==> src/rtl/pipe_scene_renderer.sv <==
// rtl/pipe_scene_renderer.sv - scrolling pipe pairs, bird sprite, collision and score, 2-stage pixel pipeline (optional FLAP_ANIM_EN)
module pipe_scene_renderer #(
    parameter int NUM_PIPES    = 3,
    parameter int PIPE_SPACING = 240,
    parameter int GAP_HEIGHT   = 180,
    parameter int SCROLL_STEP  = 2,
    parameter int GAP_Y_INIT   = 150
) (
    input  logic       clock_i,
    input  logic       reset_i,
    input  logic [9:0] row_i,
    input  logic [9:0] col_i,
    input  logic [9:0] bird_y_i,
    input  logic       frame_tick_i,
    input  logic       run_i,
    input  logic       inverted_i,
    input  logic [9:0] new_gap_y_i,
    input  logic       hit_clear_i,
    output logic [7:0] red_o,
    output logic [7:0] green_o,
    output logic [7:0] blue_o,
    output logic       hit_o,
    output logic       score_pulse_o
);

    localparam logic [2:0] C_BLACK  = 3'd0;
    localparam logic [2:0] C_RED    = 3'd1;
    localparam logic [2:0] C_ORANGE = 3'd2;
    localparam logic [2:0] C_YELLOW = 3'd3;
    localparam logic [2:0] C_WHITE  = 3'd4;
    localparam logic [2:0] C_BLUE   = 3'd5;
    localparam logic [2:0] C_GREEN  = 3'd6;
    localparam logic [2:0] C_DGREEN = 3'd7;

    localparam logic [9:0]  STEP10      = 10'(SCROLL_STEP);
    localparam logic [10:0] STEP11      = 11'(SCROLL_STEP);
    localparam logic [9:0]  RESPAWN_ADD = 10'(NUM_PIPES * PIPE_SPACING - SCROLL_STEP);
    localparam logic [10:0] GH          = 11'(GAP_HEIGHT);
    localparam logic [10:0] BIRD_X0     = 11'd312;
    localparam logic [10:0] BIRD_X1     = 11'd328;

    // Flange: 50 columns wide, 30 rows above the gap and 30 rows below it.
    function automatic logic flange_at(input logic [10:0] r, input logic [10:0] c,
                                       input logic [10:0] x, input logic [10:0] g);
        logic fcol;
        logic frow;
        fcol = (c >= x) && (c <= x + 11'd49);
        frow = ((r + 11'd30 >= g) && (r < g)) ||
               ((r >= g + GH) && (r <= g + GH + 11'd29));
        return fcol && frow;
    endfunction

    // Body: narrower than the flange, fills everything above and below the flanges.
    function automatic logic body_at(input logic [10:0] r, input logic [10:0] c,
                                     input logic [10:0] x, input logic [10:0] g);
        logic bcol;
        logic brow;
        bcol = (c >= x + 11'd5) && (c <= x + 11'd34);
        brow = (r + 11'd30 < g) || (r > g + GH + 11'd29);
        return bcol && brow;
    endfunction

    // Bird art in sprite-local coordinates; C_BLUE marks transparent pixels.
    function automatic logic [2:0] sprite_px(input logic [3:0] sr, input logic [4:0] sc,
                                             input logic flap);
        logic [3:0] wing_lo;
        wing_lo = flap ? 4'd4 : 4'd6;
        if (sr >= 4'd6 && sr <= 4'd8 && sc >= 5'd13)
            return C_ORANGE;
        else if (sr == 4'd3 && sc == 5'd11)
            return C_BLACK;
        else if (sr >= 4'd2 && sr <= 4'd4 && sc >= 5'd9 && sc <= 5'd12)
            return C_WHITE;
        else if (sr >= wing_lo && sr <= wing_lo + 4'd2 && sc >= 5'd1 && sc <= 5'd6)
            return C_RED;
        else if (sr >= 4'd1 && sr <= 4'd10 && sc >= 5'd1 && sc <= 5'd12)
            return C_YELLOW;
        else
            return C_BLUE;
    endfunction

    function automatic logic [23:0] palette(input logic [2:0] idx);
        case (idx)
            C_BLACK:  return 24'h000000;
            C_RED:    return 24'hFF0000;
            C_ORANGE: return 24'hFF8000;
            C_YELLOW: return 24'hFFFF00;
            C_WHITE:  return 24'hFFFFFF;
            C_BLUE:   return 24'h00CCFF;
            C_GREEN:  return 24'h00C000;
            default:  return 24'h006000;
        endcase
    endfunction

    logic [9:0]  x_q   [NUM_PIPES];
    logic [9:0]  gap_q [NUM_PIPES];
    logic        score_q;
    logic        hit_q;
    logic        flap;

    logic        s1_flange_q, s1_body_q, s1_opaque_q, s1_inv_q;
    logic [2:0]  s1_idx_q;
    logic [23:0] rgb_q;

    logic        flange_d, body_d, opaque_d, cross_d;
    logic [2:0]  idx_d;
    logic [23:0] rgb_d;
    logic [10:0] r11, c11, by11;

    assign r11  = {1'b0, row_i};
    assign c11  = {1'b0, col_i};
    assign by11 = {1'b0, bird_y_i};

`ifdef FLAP_ANIM_EN
    logic [3:0] frame_cnt_q;

    // Wing animation counter runs on every frame tick, scrolling or not.
    always_ff @(posedge clock_i) begin
        if (reset_i)
            frame_cnt_q <= 4'd0;
        else if (frame_tick_i)
            frame_cnt_q <= frame_cnt_q + 4'd1;
    end

    assign flap = frame_cnt_q[3];
`else
    assign flap = 1'b0;
`endif

    // Stage-1 terms from the current pixel and the current pipe geometry, plus score crossing detect.
    always_comb begin
        flange_d = 1'b0;
        body_d   = 1'b0;
        cross_d  = 1'b0;
        for (int i = 0; i < NUM_PIPES; i++) begin
            flange_d = flange_d | flange_at(r11, c11, {1'b0, x_q[i]}, {1'b0, gap_q[i]});
            body_d   = body_d   | body_at(r11, c11, {1'b0, x_q[i]}, {1'b0, gap_q[i]});
            cross_d  = cross_d | ((x_q[i] >= STEP10) &&
                                  ({1'b0, x_q[i]} + 11'd50 >= BIRD_X0) &&
                                  ({1'b0, x_q[i]} - STEP11 + 11'd50 < BIRD_X0));
        end
        idx_d    = C_BLUE;
        opaque_d = 1'b0;
        if ((r11 + 11'd6 >= by11) && (r11 + 11'd6 < by11 + 11'd12) &&
            (c11 >= BIRD_X0) && (c11 <= BIRD_X1)) begin
            idx_d    = sprite_px(4'(r11 + 11'd6 - by11), 5'(c11 - BIRD_X0), flap);
            opaque_d = (idx_d != C_BLUE);
        end
    end

    // Stage-2 colour priority: flange, body, bird, background; inversion applies to all.
    always_comb begin
        rgb_d = palette(C_BLUE);
        if (s1_flange_q)
            rgb_d = palette(C_DGREEN);
        else if (s1_body_q)
            rgb_d = palette(C_GREEN);
        else if (s1_opaque_q)
            rgb_d = palette(s1_idx_q);
        if (s1_inv_q)
            rgb_d = ~rgb_d;
    end

    // Pipe scrolling and respawn; x is 10 bits so start positions past 1023 wrap.
    always_ff @(posedge clock_i) begin
        if (reset_i) begin
            for (int i = 0; i < NUM_PIPES; i++) begin
                x_q[i]   <= 10'(640 + i * PIPE_SPACING);
                gap_q[i] <= 10'(GAP_Y_INIT);
            end
            score_q <= 1'b0;
        end else begin
            score_q <= frame_tick_i && run_i && cross_d;
            if (frame_tick_i && run_i) begin
                for (int i = 0; i < NUM_PIPES; i++) begin
                    if (x_q[i] < STEP10) begin
                        x_q[i]   <= x_q[i] + RESPAWN_ADD;
                        gap_q[i] <= new_gap_y_i;
                    end else begin
                        x_q[i] <= x_q[i] - STEP10;
                    end
                end
            end
        end
    end

    // Pixel pipeline registers and the sticky collision flag (set beats clear).
    always_ff @(posedge clock_i) begin
        if (reset_i) begin
            s1_flange_q <= 1'b0;
            s1_body_q   <= 1'b0;
            s1_opaque_q <= 1'b0;
            s1_inv_q    <= 1'b0;
            s1_idx_q    <= 3'd0;
            rgb_q       <= 24'd0;
            hit_q       <= 1'b0;
        end else begin
            s1_flange_q <= flange_d;
            s1_body_q   <= body_d;
            s1_opaque_q <= opaque_d;
            s1_inv_q    <= inverted_i;
            s1_idx_q    <= idx_d;
            rgb_q       <= rgb_d;
            hit_q       <= (opaque_d && (flange_d || body_d)) || (hit_q && !hit_clear_i);
        end
    end

    assign red_o         = rgb_q[23:16];
    assign green_o       = rgb_q[15:8];
    assign blue_o        = rgb_q[7:0];
    assign hit_o         = hit_q;
    assign score_pulse_o = score_q;

endmodule

==> config.mk <==
export PLATFORM = sky130hd
export DESIGN_NAME = pipe_scene_renderer
export DESIGN_NICKNAME = d
export VERILOG_FILES = /design/src/rtl/pipe_scene_renderer.sv
export SDC_FILE = /design/constraint.sdc
export NUM_CORES = 1
export LEC_CHECK = 0
export ABC_AREA = 1
export CORE_UTILIZATION = 40
export DETAILED_ROUTE_END_ITERATION = 10
export PLACE_DENSITY = 0.62
export SLEW_MARGIN = 0
export SYNTH_ARGS = -nofsm -noshare
export SYNTH_HDL_FRONTEND = slang
export SYNTH_SLANG_ARGS = --single-unit
==> constraint.sdc <==
create_clock -name clock_i -period 3.8 [get_ports clock_i]
set_clock_uncertainty 0.2 [all_clocks]
set_input_delay 0.76 -clock clock_i [delete_from_list [all_inputs] [get_ports clock_i]]
set_output_delay 0.76 -clock clock_i [all_outputs]
set_load 0.01 [all_outputs]
== Word-level counts from Yosys, hierarchy flattened ==
Memory sizes are Yosys's and may differ from the RTL's.
Index checks and enable logic that the tools add are counted.

* Muxes and demuxes: 48
* Reductions and logical operators: 53
* Equal/unequal tests: 9
* Add/sub/neg operators: 35
* Multipliers: 0
* Magnitude comparators: 57
* Div/mod/pow operators: 0
* Shift operators: 0
* Bitwise gates (word level): 17

{| class="wikitable"
|+ Operator list
! kind !! count
|-
| $pmux 24 s7 || 1
|-
| $add 10x6->11 const B || 9
|-
| $le 10x11->1 || 9
|-
| $mux 24 || 4
|-
| $mux 10 || 9
|-
| $ge 10x11->1 || 6
|-
| $add 10x3->11 const B || 4
|-
| $ge 11x10->1 || 4
|-
| $logic_and 1x1->1 || 42
|-
| $add 10x8->11 const B || 3
|-
| $add 11x5->11 const B || 3
|-
| $add 11x6->11 const B || 3
|-
| $ge 11x9->1 const B || 3
|-
| $gt 10x11->1 || 3
|-
| $lt 11x10->1 || 3
|-
| $lt 11x9->1 const B || 3
|-
| $sub 10x2->11 const B || 3
|-
| $add 10x10->10 const B || 3
|-
| $ge 10x10->1 || 3
|-
| $ge 10x2->1 const B || 3
|-
| $lt 10x10->1 || 3
|-
| $lt 10x2->1 const B || 3
|-
| $sub 10x2->10 const B || 3
|-
| $mux 1 || 27
|-
| other kinds (30) || 62
|}

* Word-level logic and storage cells: 230
* Memory bits (writable): 60
* Flip-flop bits (word level): 33
* Bits in latches: 0
* Output and inout bits: 26
* Memories: 2
* Bits in read-only memories: 0

{| class="wikitable"
|+ Memory list
! name !! depth !! width !! read ports !! clocked after Yosys merged registers in !! write ports !! RTL line !! text
|-
| gap_q || 3 || 10 || 3 || 0 || 3 || 96 || <nowiki>logic [9:0] gap_q [NUM_PIPES];</nowiki>
|-
| x_q || 3 || 10 || 3 || 0 || 3 || 95 || <nowiki>logic [9:0] x_q [NUM_PIPES];</nowiki>
|}

== Depth between registers and ports, before layout ==
* Depth in word-level cells: 16
* Gate-level depth with buffers: 26

== Worst setup path before layout ==
No wires, ideal clock.

* Path kind: in2reg
* From: input port row_i[1]
* To: register hit_q, in the netlist hit_o
* Slack: 0.636 ns
* Arrival: 2.897 ns
* Required time: 3.533 ns
* Stages on the path: 19
* Cell sequence: inv_1 > ha_1 > inv_1 > nor2_1 > nand2_1 > xor2_1 > ha_1 > nand2_1 > nor2_1 > or3b_2 > nand3_1 > nand2_1 > nand2_1 > nand2_1 > nand2_1 > nor2_1 > nand2_1 > nand2_1 > a21oi_2

* Cells in the longest elaborated chain, start to end: 16

{| class="wikitable"
|+ Ends and longest elaborated chain
! what !! RTL line !! text
|-
| start, declared || 11 || <nowiki>input logic [9:0] row_i,</nowiki>
|-
| $add 10x3->11 || 146 || <nowiki>idx_d = sprite_px(4'(r11 + 11'd6 - by11), 5'(c11 - BIRD_X0), flap);</nowiki>
|-
| $sub 4x4->4 || 146 ||
|-
| $ge 4x1->1 or $le 4x4->1 (tied branches) || 76 || <nowiki>else if (sr >= 4'd1 && sr <= 4'd10 && sc >= 5'd1 && sc <= 5'd12)</nowiki>
|-
| $logic_and 1x1->1 (3 in series) || 76 ||
|-
| $mux 3 || 76 ||
|-
| $mux 3 || 74 || <nowiki>else if (sr >= wing_lo && sr <= wing_lo + 4'd2 && sc >= 5'd1 && sc <= 5'd6)</nowiki>
|-
| $mux 3 || 72 || <nowiki>else if (sr >= 4'd2 && sr <= 4'd4 && sc >= 5'd9 && sc <= 5'd12)</nowiki>
|-
| $mux 3 || 70 || <nowiki>else if (sr == 4'd3 && sc == 5'd11)</nowiki>
|-
| $mux 3 || 68 || <nowiki>if (sr >= 4'd6 && sr <= 4'd8 && sc >= 5'd13)</nowiki>
|-
| $mux 3 || 144 || <nowiki>if ((r11 + 11'd6 >= by11) && (r11 + 11'd6 < by11 + 11'd12) &&</nowiki>
|-
| $ne 3x3->1 || 147 || <nowiki>opaque_d = (idx_d != C_BLUE);</nowiki>
|-
| $mux 1 || 144 ||
|-
| $logic_and 1x1->1 * || 204 || <nowiki>hit_q <= (opaque_d && (flange_d || body_d)) || (hit_q && !hit_clear_i);</nowiki>
|-
| $logic_or 1x1->1 * || 204 ||
|-
| end signal, assigned || 204 ||
|-
| end, declared || 98 || <nowiki>logic hit_q;</nowiki>
|}

Mark *: on every way between the ends. The rest lies on a longest branch, timed or not. The select of a mux whose other input is x is not followed.
A chain may end at the register's enable or synchronous reset.

==> impl_metrics.yaml <==
yosys:
  ys.flop_type: "edfxtp_1"
  syn-num-nets: 2146
  seq_area_frac_synth_pct: 16.02
  synth_edf_count: 57
  netlist_area_um2: 12690
  avgSynthCellArea_um2: 6.936
  syn_inst: 1829
  async_flop_share_pct: 0
  yosys.cell_types.count: 54
  ys_warn_count: 0
  synth_seq_cells: 73
power:
  sw_frac_of_total_pct: 38.20
  power.share.clock_pct: 29.1
  combPwrFrac_pct: 41.8
  peakVddDrop_v: 0.0002190
  p_leak_nw: 7.253
  seqPwrFrac_pct: 29.1
  power.total_mw: 3.273
  power.density_nw_per_um2: 226.2
  intPower_mw: 2.023
  p_sw_mw: 1.251
placed_design:
  place_area_um2: 14130
  dp_cells: 2319
  numPortBuffers: 71
  place_congestion: 0.9250
  dpl.hpwl_mm: 30.90
layout:
  multiInputGateArea_um2: 9544
  seq_area_um2: 2032
  drive_above_1_share_pct: 6.388
  n_fill_cell: 3095
  fin_area_um2: 14470
  post-route-util_pct: 46.81
  synthToLayoutAreaGrowth_pct: 14.06
  diodes: 0
  finalNonFillerCells: 2337
  fin_nets: 2253
setup_path:
  start_kind: "register"
  path_cells: "ha_1 > inv_1 > nand2_1 > nand2_1 > nand2_1 > nor3b_1 > nor3b_1 > xor2_1 > ha_1 > nand3_1 > inv_1 > nand2_1 > a21oi_1 > nand3_1 > nand2_1 > nand2_1 > nand2_1 > nand2_1 > nor2_1 > nand2_1 > nand2_1 > a21oi_2"
  r2r_end: "hit_o"
  endpoint: "hit_o"
  crit_fanout: 6
  reg2reg_from: "gap_q[0][12]"
  setup.worst_path.end_class: "register"
  critPathArrivalTime_ns: 3.60
  crit_cells: 22
  critPathKind: "reg2reg"
  slowest_stage: "edfxtp_1"
  rrSetupSlack_ns: 0.26
  crit_top_cell: "nand2_1"
  cp-startpoint: "gap_q[0][12]"
  max_stage_delay_ns: 0.49
  cp_top_family: "simple AND/OR/NAND/NOR gates"
  crit_buf_inv: 2
  cp.required_ns: 3.86
  ff2ff_path_depth: 22
cts:
  cts_buffers: 9
  cts_buffer_depth: 2
  cts_tree: "built"
  cts-htree-levels: 3
  clock_sinks: 73
  ctsRootBufferMaster: "clkbuf_16"
  cts_hold_buf: 0
  clk_pin_slew_worst_paths_ns: 0.07
  insertion_delay_ns: 0.36
outcome:
  status: "complete, no violations"
floorplanning:
  io_pins: 72
  die_area_um2: 32430
  start_util_pct: 41.04
  rows: 64
  die_w_um: 180.1
  design.core.area_um2: 30910
  die_h_um: 180.1
sta:
  worst_pin_slew_ns: 0.5718
  rsz0062_at_grt: "no"
  clock.fmax_ghz: 0.2825
  hold_viol: 0
  min_period_ns: 3.539
  hold_ws_ns: 0.3441
  setup_violations: 0
  period_share_pct: 93.14
  maxSlewHeadroom_pct: 61.88
  drv_slew: 0
drt:
  drt_iter0_markers: 681
  avgViaCountPerCell: 5.285
  drt-total-wl_mm: 37.67
  vias: 12350
  final_antenna_net_count: 0
  dr.pass1.iters: 5
  drc_errors: 0
  wl_per_cell_um: 16.12
grt:
  grt_start_max_net_pins: 28
  antenna_found_initial: 0
  grt_pass1_wl_mm: 60.52
  grt-ovfl-total: 0
  grt_pass1_vias: 11780
  track_usage_pct: 23.34
run:
  cap_violations: 0
hold_path:
  hold_class: "reg2reg"
## per-stage QoR
| stage | setup WS, ns | TNS, ns |
|---|---|---|
| after CTS | 0.1813 | 0 |
| after detailed placement | -0.04435 | -0.04435 |
| final | 0.2606 | 0 |
| after floorplan | 0.6364 | 0 |
| after global placement | 0.001512 | 0 |
| after global routing | 0.006867 | 0 |
## how the worst min path moves through the flow
| stage | start | endpoint | depth (start not counted) |
|---|---|---|---|
| global placement | hit_o | hit_o | 2 |
| CTS | hit_o | hit_o | 2 |
| global route | hit_o | hit_o | 2 |
| finish | hit_o | hit_o | 2 |
| floorplan | s1_inv_q | rgb_q[11] | 1 |
| detailed placement | hit_o | hit_o | 2 |
## registers in the layout, summed over array words and instances (netlist names)
name           cells
gap_q             30
hit_o              1
rgb_q              7
s1_body_q          1
s1_flange_q        1
s1_idx_q           3
s1_inv_q           1
s1_opaque_q        1
score_pulse_o      1
x_q               27
## worst register-to-register path: stages (launching register included)
cell and delay (ns):
edfxtp_1 0.49, ha_1 0.29, inv_1 0.08, nand2_1 0.08, nand2_1 0.10, nand2_1 0.11, nor3b_1 0.33, nor3b_1 0.27
xor2_1 0.10, ha_1 0.30, nand3_1 0.10, inv_1 0.06, nand2_1 0.05, a21oi_1 0.11, nand3_1 0.16, nand2_1 0.13
nand2_1 0.06, nand2_1 0.05, nand2_1 0.06, nor2_1 0.09, nand2_1 0.08, nand2_1 0.09, a21oi_2 0.05
## kinds of logic (layout without fill, tap and decap cells)
| group | count (synthesis) | count (layout) | share of synthesized area [%] |
|---|---|---|---|
| buffers and inverters | 272 | 384 | 8.788 |
| adder cells (fa/ha/maj) | 271 | 271 | 26.79 |
| AO/OA/AOI/OAI | 269 | 269 | 11.93 |
| XOR/XNOR | 102 | 102 | 7.101 |
| flip-flops | 73 | 73 | 16.02 |
| AND/OR/NAND/NOR | 842 | 842 | 29.37 |
## cells in the mapped netlist (all sizes together), types with 9 or more instances
library cell    n  area (um2)
a21oi         141       716.9
buf            29       197.7
dfxtp          16       320.3
edfxtp         57        1712
ha            270        3378
inv           233       874.6
nand2         412        1599
nand3         105       530.5
nand3b         18       142.6
nand4          55       344.1
nor2          201       807.0
nor3           23       120.1
nor4           16       100.1
o211ai         10       75.07
o21a            9       67.56
o21ai          69       345.3
xnor2          17       148.9
xor2           85       752.0
## area by class of cell
type | instances | share of cell area [%]
inverters | 237 | 6.165
flip-flops and latches | 73 | 14.04
clock buffers | 9 | 1.556
clock inverters | 7 | 0.6572
repair buffers | 131 | 8.197
well taps | 396 | 3.424
multi-input cells | 1484 | 65.96
## power groups by stage
| stage | Sequential (mW) | Combinational, mW | Clock (mW) |
|---|---|---|---|
| finish | 0.952 | 1.37 | 0.952 |
| global route | 0.957 | 1.55 | 0.997 |
| CTS | 0.951 | 1.37 | 0.972 |
| detailed placement | 0.968 | 1.36 | 0 |
| global placement | 0.967 | 1.33 | 0 |
| floorplan | 0.947 | 0.917 | 0 |
## timing repair
| action | CTS | global route |
|---|---|---|
| buffers inserted | 0 | 2 |
| setup endpoints to repair | 0 | 2 |
| resized for setup | 0 | 1 |
## cell usage in the layout, fill, tap and decap left out, types with 3 or more instances in the layout
cell               n
clkdlybuf4s50_1   71
xnor2_1           17
inv_1            219
ha_1             270
nand2_1          399
nand2_2            9
a31oi_1            4
clkbuf_16          9
edfxtp_1          57
a21o_1             8
nor4_1            16
nand3b_1          16
nor2_2             5
a21oi_1          138
nand3_1          104
clkinvlp_4         3
o21ai_0           66
xor2_1            84
nor2_1           193
nor3_1            21
buf_4             58
o21a_1             9
o21ai_1            3
inv_2             14
clkinv_1           3
o21bai_1           8
or2_1              5
dfxtp_1           16
o31ai_1            4
nand4_1           55
a21boi_0           4
o221ai_1           3
a21oi_2            3
o211ai_1          10
nand2_4            4
## routing by layer
layer  wire, um  global-route usage (%)  part of all wire [%]  vias to the layer above
met2      17920                   40.93                    48                      277
met1      17390                   30.07                    46                     5641
met4        878                   7.145                   2.3                        0
met3       1491                   2.385                   4.0                       53
met5          0                       0                     0                        -
li1           -                       -                     -                     6380
Power figures use the tool's default switching activity.
